### config.mk
export PLATFORM = sky130hd
export DESIGN_NAME = id_ex_stage_flat
export DESIGN_NICKNAME = d
export VERILOG_FILES = /design/src/rtl/id_ex_stage_if.sv /design/src/rtl/id_ex_stage.sv /design/src/flat_wrapper.sv
export SDC_FILE = /design/constraint.sdc
export NUM_CORES = 2
export LEC_CHECK = 0
export CAP_MARGIN = 20
export CORE_MARGIN = 2
export CORE_UTILIZATION = 30
export CTS_BUF_LIST = sky130_fd_sc_hd__clkbuf_4 sky130_fd_sc_hd__clkbuf_8
export CTS_CLUSTER_DIAMETER = 120
export DETAILED_ROUTE_END_ITERATION = 8
export HOLD_SLACK_MARGIN = 0.08
export PLACE_DENSITY_LB_ADDON = 0.05
export SLEW_MARGIN = 20
export SYNTH_ARGS = -nofsm -noshare
export SYNTH_HDL_FRONTEND = slang
export SYNTH_SLANG_ARGS = --single-unit
### constraint.sdc
create_clock -name clk -period 72 [get_ports clk]
set_input_delay 18 -clock clk [delete_from_list [all_inputs] [get_ports clk]]
set_output_delay 18 -clock clk [all_outputs]
set_load 0.1 [all_outputs]
### src/rtl/id_ex_stage_if.sv
// id_ex_stage_if
// Bundles every non-clock signal of the decode stage into one interface.
//   master : the upstream/testbench side. It drives the IF/ID fields, the
//            control-unit decode bits, flush and write-back. It observes the
//            ID/EX register, stall and stall_count.
//   slave  : the id_ex_stage side, with the opposite directions.
// Parameters must match the ones given to id_ex_stage.
interface id_ex_stage_if #(
  parameter int NBITS     = 32,
  parameter int NREGS     = 32,
  parameter int CTRL_BITS = 16
);
  localparam int AW = $clog2(NREGS);

  // IF/ID and control-unit inputs
  logic                 id_valid;
  logic [NBITS-1:0]     instruction_in;
  logic [NBITS-1:0]     pc_plus4_in;
  logic [CTRL_BITS-1:0] ctrl_in;
  logic                 id_reg_dst;
  logic                 id_link;
  logic                 id_mem_read;
  logic                 id_reg_write;
  logic                 id_uses_rt;
  logic                 flush;

  // write-back port
  logic                 wb_reg_write;
  logic [AW-1:0]        wb_write_register;
  logic [NBITS-1:0]     wb_write_data;

  // hazard and ID/EX outputs
  logic                 stall;
  logic                 ex_valid;
  logic [NBITS-1:0]     ex_read_data1;
  logic [NBITS-1:0]     ex_read_data2;
  logic [NBITS-1:0]     ex_imm_ext;
  logic [NBITS-1:0]     ex_shamt_ext;
  logic [AW-1:0]        ex_rs;
  logic [AW-1:0]        ex_rt;
  logic [AW-1:0]        ex_dest_reg;
  logic [NBITS-1:0]     ex_pc_plus4;
  logic [CTRL_BITS-1:0] ex_ctrl;
  logic                 ex_mem_read;
  logic                 ex_reg_write;
  logic [31:0]          stall_count;

  modport master (
    output id_valid, instruction_in, pc_plus4_in, ctrl_in, id_reg_dst,
           id_link, id_mem_read, id_reg_write, id_uses_rt, flush,
           wb_reg_write, wb_write_register, wb_write_data,
    input  stall, ex_valid, ex_read_data1, ex_read_data2, ex_imm_ext,
           ex_shamt_ext, ex_rs, ex_rt, ex_dest_reg, ex_pc_plus4, ex_ctrl,
           ex_mem_read, ex_reg_write, stall_count
  );

  modport slave (
    input  id_valid, instruction_in, pc_plus4_in, ctrl_in, id_reg_dst,
           id_link, id_mem_read, id_reg_write, id_uses_rt, flush,
           wb_reg_write, wb_write_register, wb_write_data,
    output stall, ex_valid, ex_read_data1, ex_read_data2, ex_imm_ext,
           ex_shamt_ext, ex_rs, ex_rt, ex_dest_reg, ex_pc_plus4, ex_ctrl,
           ex_mem_read, ex_reg_write, stall_count
  );
endinterface

### src/rtl/id_ex_stage.sv
// id_ex_stage
// MIPS decode stage. It contains:
//   - the register file, with a write-to-read bypass;
//   - destination-register selection;
//   - immediate and shamt extension;
//   - load-use hazard detection;
//   - the ID/EX pipeline register, with flush and stall.
// Ports:
//   clk   : rising-edge clock
//   reset : asynchronous, active-high; clears the register file, ID/EX and
//           the stall counter
//   bus   : id_ex_stage_if.slave. It carries the IF/ID and control inputs,
//           the write-back port, stall, the ex_* outputs and stall_count.
// Optional feature:
//   Define ID_STALL_COUNTER_EN to build a saturating 32-bit counter of
//   stalled cycles. Without it, stall_count is tied to zero.
module id_ex_stage #(
  parameter int NBITS     = 32,
  parameter int NREGS     = 32,
  parameter int CTRL_BITS = 16
) (
  input logic          clk,
  input logic          reset,
  id_ex_stage_if.slave bus
);
  localparam int AW = $clog2(NREGS);

  typedef struct packed {
    logic                 valid;
    logic                 memRead;
    logic                 regWrite;
    logic [CTRL_BITS-1:0] ctrl;
    logic [NBITS-1:0]     readData1;
    logic [NBITS-1:0]     readData2;
    logic [NBITS-1:0]     immExt;
    logic [NBITS-1:0]     shamtExt;
    logic [NBITS-1:0]     pcPlus4;
    logic [AW-1:0]        rs;
    logic [AW-1:0]        rt;
    logic [AW-1:0]        destReg;
  } exStage_t;

  logic [NBITS-1:0] regs_q [NREGS];
  exStage_t         exStage_q, exStage_d;
  logic [AW-1:0]    rsIdx, rtIdx, rdIdx, destReg;
  logic [NBITS-1:0] rsData, rtData;
  logic             wbActive;
  logic             stallHazard;
  logic             unusedInstrBits;

  // Only the low AW bits of each register field are decoded.
  assign rsIdx = bus.instruction_in[21 +: AW];
  assign rtIdx = bus.instruction_in[16 +: AW];
  assign rdIdx = bus.instruction_in[11 +: AW];
  assign unusedInstrBits = ^bus.instruction_in;

  // A write-back to r0 is dropped entirely. It neither stores nor bypasses.
  assign wbActive = bus.wb_reg_write && (bus.wb_write_register != '0);

  // Register file storage. r0 is never written, so it stays at its reset
  // value of zero.
  always_ff @(posedge clk or posedge reset) begin
    if (reset) begin
      for (int i = 0; i < NREGS; i++) regs_q[i] <= '0;
    end else if (wbActive) begin
      regs_q[bus.wb_write_register] <= bus.wb_write_data;
    end
  end

  // Combinational reads. Write-back data for the same address wins over the
  // stored value, so an instruction decoded in the write-back cycle sees it.
  always_comb begin
    rsData = regs_q[rsIdx];
    rtData = regs_q[rtIdx];
    if (wbActive && (bus.wb_write_register == rsIdx)) rsData = bus.wb_write_data;
    if (wbActive && (bus.wb_write_register == rtIdx)) rtData = bus.wb_write_data;
  end

  // jal links into the last register. Otherwise R-type writes rd and
  // I-type writes rt.
  always_comb begin
    destReg = rtIdx;
    if (bus.id_link)         destReg = AW'(NREGS - 1);
    else if (bus.id_reg_dst) destReg = rdIdx;
  end

  // A load in EX whose result is needed by the instruction in ID must hold
  // ID for one cycle. rt only counts when the instruction really reads it.
  assign stallHazard = bus.id_valid && exStage_q.valid && exStage_q.memRead &&
                       (exStage_q.destReg != '0) &&
                       ((exStage_q.destReg == rsIdx) ||
                        (bus.id_uses_rt && (exStage_q.destReg == rtIdx)));
  assign bus.stall = stallHazard;

  // Next ID/EX contents. Flush, stall and an empty IF/ID all insert an
  // all-zero bubble. Otherwise the decoded instruction is captured.
  always_comb begin
    exStage_d = '0;
    if (!bus.flush && !stallHazard && bus.id_valid) begin
      exStage_d.valid     = 1'b1;
      exStage_d.memRead   = bus.id_mem_read;
      exStage_d.regWrite  = bus.id_reg_write;
      exStage_d.ctrl      = bus.ctrl_in;
      exStage_d.readData1 = rsData;
      exStage_d.readData2 = rtData;
      exStage_d.immExt    = {{(NBITS-16){bus.instruction_in[15]}}, bus.instruction_in[15:0]};
      exStage_d.shamtExt  = {{(NBITS-5){1'b0}}, bus.instruction_in[10:6]};
      exStage_d.pcPlus4   = bus.pc_plus4_in;
      exStage_d.rs        = rsIdx;
      exStage_d.rt        = rtIdx;
      exStage_d.destReg   = destReg;
    end
  end

  // ID/EX pipeline register.
  always_ff @(posedge clk or posedge reset) begin
    if (reset) exStage_q <= '0;
    else       exStage_q <= exStage_d;
  end

  assign bus.ex_valid      = exStage_q.valid;
  assign bus.ex_mem_read   = exStage_q.memRead;
  assign bus.ex_reg_write  = exStage_q.regWrite;
  assign bus.ex_ctrl       = exStage_q.ctrl;
  assign bus.ex_read_data1 = exStage_q.readData1;
  assign bus.ex_read_data2 = exStage_q.readData2;
  assign bus.ex_imm_ext    = exStage_q.immExt;
  assign bus.ex_shamt_ext  = exStage_q.shamtExt;
  assign bus.ex_pc_plus4   = exStage_q.pcPlus4;
  assign bus.ex_rs         = exStage_q.rs;
  assign bus.ex_rt         = exStage_q.rt;
  assign bus.ex_dest_reg   = exStage_q.destReg;

`ifdef ID_STALL_COUNTER_EN
  logic [31:0] stallCount_q;

  // Counts stalled cycles. It saturates instead of wrapping, so a long run
  // never reports a deceptively small number.
  always_ff @(posedge clk or posedge reset) begin
    if (reset)                                  stallCount_q <= '0;
    else if (stallHazard && (stallCount_q != '1)) stallCount_q <= stallCount_q + 32'd1;
  end

  assign bus.stall_count = stallCount_q;
`else
  assign bus.stall_count = '0;
`endif
endmodule

### src/flat_wrapper.sv
// flat-port wrapper written by rule: the top's interface ports become plain ports
module id_ex_stage_flat 
#(
  parameter int NBITS     = 32,
  parameter int NREGS     = 32,
  parameter int CTRL_BITS = 16
)
  (clk, reset, bus_id_valid, bus_instruction_in, bus_pc_plus4_in, bus_ctrl_in, bus_id_reg_dst, bus_id_link, bus_id_mem_read, bus_id_reg_write, bus_id_uses_rt, bus_flush, bus_wb_reg_write, bus_wb_write_register, bus_wb_write_data, bus_stall, bus_ex_valid, bus_ex_read_data1, bus_ex_read_data2, bus_ex_imm_ext, bus_ex_shamt_ext, bus_ex_rs, bus_ex_rt, bus_ex_dest_reg, bus_ex_pc_plus4, bus_ex_ctrl, bus_ex_mem_read, bus_ex_reg_write, bus_stall_count);
  id_ex_stage_if #(.NBITS(NBITS), .NREGS(NREGS), .CTRL_BITS(CTRL_BITS)) bus_i ();
  input logic clk;
  input logic reset;
  input wire logic [$bits(bus_i.id_valid)-1:0] bus_id_valid;
  input wire logic [$bits(bus_i.instruction_in)-1:0] bus_instruction_in;
  input wire logic [$bits(bus_i.pc_plus4_in)-1:0] bus_pc_plus4_in;
  input wire logic [$bits(bus_i.ctrl_in)-1:0] bus_ctrl_in;
  input wire logic [$bits(bus_i.id_reg_dst)-1:0] bus_id_reg_dst;
  input wire logic [$bits(bus_i.id_link)-1:0] bus_id_link;
  input wire logic [$bits(bus_i.id_mem_read)-1:0] bus_id_mem_read;
  input wire logic [$bits(bus_i.id_reg_write)-1:0] bus_id_reg_write;
  input wire logic [$bits(bus_i.id_uses_rt)-1:0] bus_id_uses_rt;
  input wire logic [$bits(bus_i.flush)-1:0] bus_flush;
  input wire logic [$bits(bus_i.wb_reg_write)-1:0] bus_wb_reg_write;
  input wire logic [$bits(bus_i.wb_write_register)-1:0] bus_wb_write_register;
  input wire logic [$bits(bus_i.wb_write_data)-1:0] bus_wb_write_data;
  output wire logic [$bits(bus_i.stall)-1:0] bus_stall;
  output wire logic [$bits(bus_i.ex_valid)-1:0] bus_ex_valid;
  output wire logic [$bits(bus_i.ex_read_data1)-1:0] bus_ex_read_data1;
  output wire logic [$bits(bus_i.ex_read_data2)-1:0] bus_ex_read_data2;
  output wire logic [$bits(bus_i.ex_imm_ext)-1:0] bus_ex_imm_ext;
  output wire logic [$bits(bus_i.ex_shamt_ext)-1:0] bus_ex_shamt_ext;
  output wire logic [$bits(bus_i.ex_rs)-1:0] bus_ex_rs;
  output wire logic [$bits(bus_i.ex_rt)-1:0] bus_ex_rt;
  output wire logic [$bits(bus_i.ex_dest_reg)-1:0] bus_ex_dest_reg;
  output wire logic [$bits(bus_i.ex_pc_plus4)-1:0] bus_ex_pc_plus4;
  output wire logic [$bits(bus_i.ex_ctrl)-1:0] bus_ex_ctrl;
  output wire logic [$bits(bus_i.ex_mem_read)-1:0] bus_ex_mem_read;
  output wire logic [$bits(bus_i.ex_reg_write)-1:0] bus_ex_reg_write;
  output wire logic [$bits(bus_i.stall_count)-1:0] bus_stall_count;
  assign bus_i.id_valid = bus_id_valid;
  assign bus_i.instruction_in = bus_instruction_in;
  assign bus_i.pc_plus4_in = bus_pc_plus4_in;
  assign bus_i.ctrl_in = bus_ctrl_in;
  assign bus_i.id_reg_dst = bus_id_reg_dst;
  assign bus_i.id_link = bus_id_link;
  assign bus_i.id_mem_read = bus_id_mem_read;
  assign bus_i.id_reg_write = bus_id_reg_write;
  assign bus_i.id_uses_rt = bus_id_uses_rt;
  assign bus_i.flush = bus_flush;
  assign bus_i.wb_reg_write = bus_wb_reg_write;
  assign bus_i.wb_write_register = bus_wb_write_register;
  assign bus_i.wb_write_data = bus_wb_write_data;
  assign bus_stall = bus_i.stall;
  assign bus_ex_valid = bus_i.ex_valid;
  assign bus_ex_read_data1 = bus_i.ex_read_data1;
  assign bus_ex_read_data2 = bus_i.ex_read_data2;
  assign bus_ex_imm_ext = bus_i.ex_imm_ext;
  assign bus_ex_shamt_ext = bus_i.ex_shamt_ext;
  assign bus_ex_rs = bus_i.ex_rs;
  assign bus_ex_rt = bus_i.ex_rt;
  assign bus_ex_dest_reg = bus_i.ex_dest_reg;
  assign bus_ex_pc_plus4 = bus_i.ex_pc_plus4;
  assign bus_ex_ctrl = bus_i.ex_ctrl;
  assign bus_ex_mem_read = bus_i.ex_mem_read;
  assign bus_ex_reg_write = bus_i.ex_reg_write;
  assign bus_stall_count = bus_i.stall_count;
  id_ex_stage #(.NBITS(NBITS), .NREGS(NREGS), .CTRL_BITS(CTRL_BITS)) u_core (.clk(clk), .reset(reset), .bus(bus_i));
endmodule
# ---- Word level (Yosys, flattened, before mapping)
# Cells that the tools add are included.
dict set report op_classes {
  magnitude_cmp 4
  n_eq_ne 4
  muxes 14
  n_bitwise 3
  reduce_logical 16
}
# op n
set ops {}
lappend ops {{1024-bit bitwise mux} 1}
lappend ops {{32-bit binary-select mux with 5-bit select} 2}
lappend ops {{32-bit two-way mux} 7}
lappend ops {{194-bit two-way mux} 1}
lappend ops {{32-bit demux with 5-bit select} 1}
lappend ops {{5-bit == test} 4}
lappend ops {{6-bit >= comparator (second input constant)} 3}
lappend ops {{5-bit inverter with 6-bit output} 3}
lappend ops {{1-bit logical AND} 11}
lappend ops {{5-bit two-way mux} 2}
lappend ops {{5-bit nonzero test} 2}
lappend ops {{6-bit by 1-bit less-than comparator with 1-bit output (second input constant)} 1}
lappend ops {{1-bit zero test} 2}
lappend ops {{1-bit logical OR} 1}
dict set report word_totals {
  ff_bits 1218
  in_bits 127
  output_inout_bits 227
  elab_cells 85
}

# ---- Depth between registers and ports, before layout
dict set report depth {
  depth_word 8
  mapped_depth 10
  depth_no_buf 6
}

# ---- Worst setup path before layout
# No wires, ideal clock.
dict set report synth_path {
  kind {in2out}
  from {in bus_instruction_in[16]}
  to {out bus_stall}
  t_arrival_ns 21.560
  required_ns 54.000
  slack_ns 32.440
  stages 5
  path_buffers 1
  cell_sequence {buf_2 xor2_1 nor4_1 a32oi_1 nor4_1}
}
dict set report synth_between {
  elab_chain_len 4
}
# item line
set synth_lines {}
lappend synth_lines {{from (decl)} flat_wrapper.sv:13} ;# input wire logic [$bits(bus_i.instruction_in)-1:0] bus_instruction_in;
lappend synth_lines {{5-bit == test} id_ex_stage.sv:92} ;# (bus.id_uses_rt && (exStage_q.destReg == rtIdx)));
lappend synth_lines {{1-bit logical AND} id_ex_stage.sv:92}
lappend synth_lines {{1-bit logical OR} id_ex_stage.sv:91} ;# ((exStage_q.destReg == rsIdx) ||
lappend synth_lines {{1-bit logical AND} id_ex_stage.sv:90} ;# (exStage_q.destReg != '0) &&
lappend synth_lines {{to (decl)} flat_wrapper.sv:25} ;# output wire logic [$bits(bus_i.stall)-1:0] bus_stall;
# No other way between the ends.

# ---- Final worst setup path
dict set report layout_path {
  from {in bus_instruction_in[19]}
  to {out bus_stall}
}
# The elaborated chain is that of the path after synthesis.

==> impl_metrics.tcl <==
set metrics [dict create \
    period_share 0.542 \
    holdCritPathClass "reg -> reg" \
    fin_crit_ns 39.05 \
    grt_pass1_wl_um 337000 \
    start_util 0.302 \
    h-tree-depth 4 \
    cts_setup_buffers 0 \
    finalNetCount 4743 \
    gp_congestion 0.742 \
    worst_pin_slew_ns 1.19 \
    start_kind "primary input" \
    critPathArrivalTime_ns 21.05 \
    power_density_nw_per_um2 27.8 \
    fin_skew_ns 0.0360 \
    drive_above_1_share 0.412 \
    grt_max_degree 135 \
    io_buffers 288 \
    clock_latency_ns 0.99 \
    synth_top_area_share 0.486 \
    die_width_um 452 \
    design.core.area_sq_um 200000 \
    yosysWarnings 0 \
    setup_viol 0 \
    r2r_cells 7 \
    post_cts_resized 0 \
    fin_tns_setup_ns 0 \
    regToRegSetupSlack_ns 68.70 \
    clk_path_buf_depth 3 \
    worstSetupEndpointType "output pin" \
    path_class "in -> out" \
    routed_wl_um 239000 \
    slew_headroom 0.210 \
    drt_iter0_drc 3029 \
    die_area_sq_um 204000 \
    fmax_mhz 25.6 \
    yosysSeqAreaShare 0.486 \
    synth_area_leaders "dfrtp_1 (49%), mux2_2 (21%), mux4_2 (9.0%)" \
    drv_slew 0 \
    viasPerCell 5.38 \
    status "complete, no violations" \
    syn-instance-count 4440 \
    drtPass1Iterations 5 \
    antenna_left 0 \
    regMostFlops "u_core.regs_q" \
    grt_remaining_overflow 0 \
    hold_start "u_core.regs_q[1013]$_DFFE_PP0P_" \
    final_hold_viol_count 0 \
    cts_tree "done" \
    rsz0062_at_grt "no" \
    vdd_drop_max_mv 0.0208 \
    ys_seq_elements 1170 \
    worst-path-max-fanout 13 \
    worst_ep_required_time_ns 54.00 \
    hold-path-endpoint "u_core.regs_q[1013]$_DFFE_PP0P_" \
    syn_area_per_cell_sq_um 13.6 \
    grtUsageTotal 0.232 \
    drv_cap 0 \
    synthesis.area_sq_um 60300 \
    route.detailed.drc 0 \
    synth_top_area_cell "dfrtp_1" \
    dp_hpwl_um 132000 \
    reg2reg_to "u_core.bus.ex_read_data1[18]$_DFF_PP0_" \
    leakage_uw 0.0311 \
    area_growth_syn_to_layout_pct 16.6 \
    cts.clk_slew.worst_paths_ns 0.05 \
    cts_buffers 226 \
    ios 354 \
    grt_pass1_vias 41873 \
    hold_buffers 0 \
    num_rows 164 \
    clock_tree.root_cell "clkbuf_8" \
    power_uw 1950 \
    timing.rr.start "u_core.bus.ex_dest_reg[3]$_DFF_PP0_" \
    largest_reg_flops 1024 \
    wl_per_cell_um 32.1 \
    clock_sinks 1170 \
    min_path_cells 0 \
    synth_cell_types 52 \
    chipHeight_um 452 \
    vias 40044 \
    fill_cells 19573 \
    antenna_found_initial 17 \
]
==> cell families after synthesis <==
kind of cell    share of synthesized area
mux                                 0.374
compound gates                     0.0534
buf+inv                            0.0462
flops                               0.486
other cells                     0.0000622
xor+xnor                          0.00291
simple gates                       0.0374
==> worst max-delay path, stage by stage <==
cell and delay [ns]:
clkdlybuf4s50_1 0.46, buf_4 0.31, xor2_1 0.11, nor4_1 0.36, a32oi_1 0.24, nor4_1 0.34
clkdlybuf4s50_1 1.20
==> worst max path at each step <==
| stage | from | endpoint | slack, ns | cells after the start |
|---|---|---|---|---|
| detailed placement | bus_instruction_in[19] | bus_stall | 32.93 | 7 |
| floorplan | reset | u_core.bus.ex_ctrl[0]$_DFF_PP0_ | 21.04 | 1 |
| global placement | bus_instruction_in[19] | bus_stall | 32.86 | 7 |
| finish | bus_instruction_in[19] | bus_stall | 32.95 | 7 |
| global route | bus_instruction_in[19] | bus_stall | 32.78 | 7 |
| CTS | bus_instruction_in[19] | bus_stall | 32.92 | 7 |
==> metal layers <==
layer	vias up	track usage	wire length (um)	share of wire
met2	1065	0.362	110000	0.46
met4	0	0.0673	6220	0.026
met5	-	0	0	0
li1	16910	-	-	-
met3	350	0.0379	10600	0.044
met1	21719	0.330	112000	0.47
==> placed cells by master, fill, tap and decap left out, types with 9 or more instances in the layout <==
master,n
dfrtp_1,1170
mux2_2,1102
diode_2,9
o22ai_1,180
nor2_4,17
clkdlybuf4s50_1,275
nand2_1,15
nor3_1,32
clkbuf_4,82
clkinv_2,15
and3_1,32
clkbuf_8,287
xor2_1,9
conb_1,59
a22oi_1,56
a22o_1,9
nor2_1,106
nor2b_1,10
o21ai_0,51
or3_1,26
xnor2_1,11
and2_1,75
o221ai_1,25
nor4_1,36
mux2i_1,469
mux4_2,242
a211oi_1,63
a221oi_1,23
a21oi_1,38
buf_4,148
nand2_4,11
==> cell usage after synthesis (all sizes together) <==
master and number:
a22oi 56, o211a 1, and2 76, or3 28, nor4b 1, and3b 2, a311oi 1, a211o 7
nor3 35, o21ai 51, nand3 3, mux2i 469, or4b 3, o22ai 180, nor3b 5, a2111oi 6
xnor2 11, a32oi 2, or4 1, inv 4, nand3b 3, mux2 1102, a21oi 38, nand2 32
a221oi 23, clkbuf 224, o221ai 25, mux4 242, dfrtp 1170, a211oi 63, nor2 123, o31ai 1
nand4b 6, nand4bb 5, buf 325, nand2b 4, nor4 36, nand4 5, a221o 5, xor2 9
nor2b 12, a22o 9, and3 32, conb 1, or2 3
==> area by class of cell <==
type                            instances  area (sq um)  share of cell area
Clock inverter                         28           233             0.00331
Multi-Input combinational cell       2775         28800               0.409
Inverter                                4          22.5            0.000321
Antenna cell                            9          22.5            0.000321
Sequential cell                      1170         29300               0.417
Clock buffer                          368          4550              0.0648
Tap cell                             2656          3320              0.0473
Timing Repair Buffer                  439          4060              0.0578
==> power breakdown <==
part / internal (uW) / switching, uW / leakage (uW) / total [uW]
Sequential: 771 / 81.2 / 0.0151 / 852
Combinational: 193 / 194 / 0.0134 / 387
Clock: 402 / 309 / 0.00255 / 711
==> through the flow <==
step / util / hold WS, ns / worst slack [ns] / instance area (sq um) / cells
after CTS: 0.352 / 0.396 / 32.92 / 70200 / 7438
after global routing: 0.352 / 0.403 / 32.78 / 70200 / 7442
after global placement: 0.328 / 0.380 / 32.86 / 65400 / 7042
after floorplan: - / 0.441 / 21.04 / 60500 / 4498
after detailed placement: 0.328 / 0.384 / 32.93 / 65400 / 7042
final: 0.352 / 0.392 / 32.95 / 70300 / 7449
No activity file was read; power rests on OpenSTA's default activity.
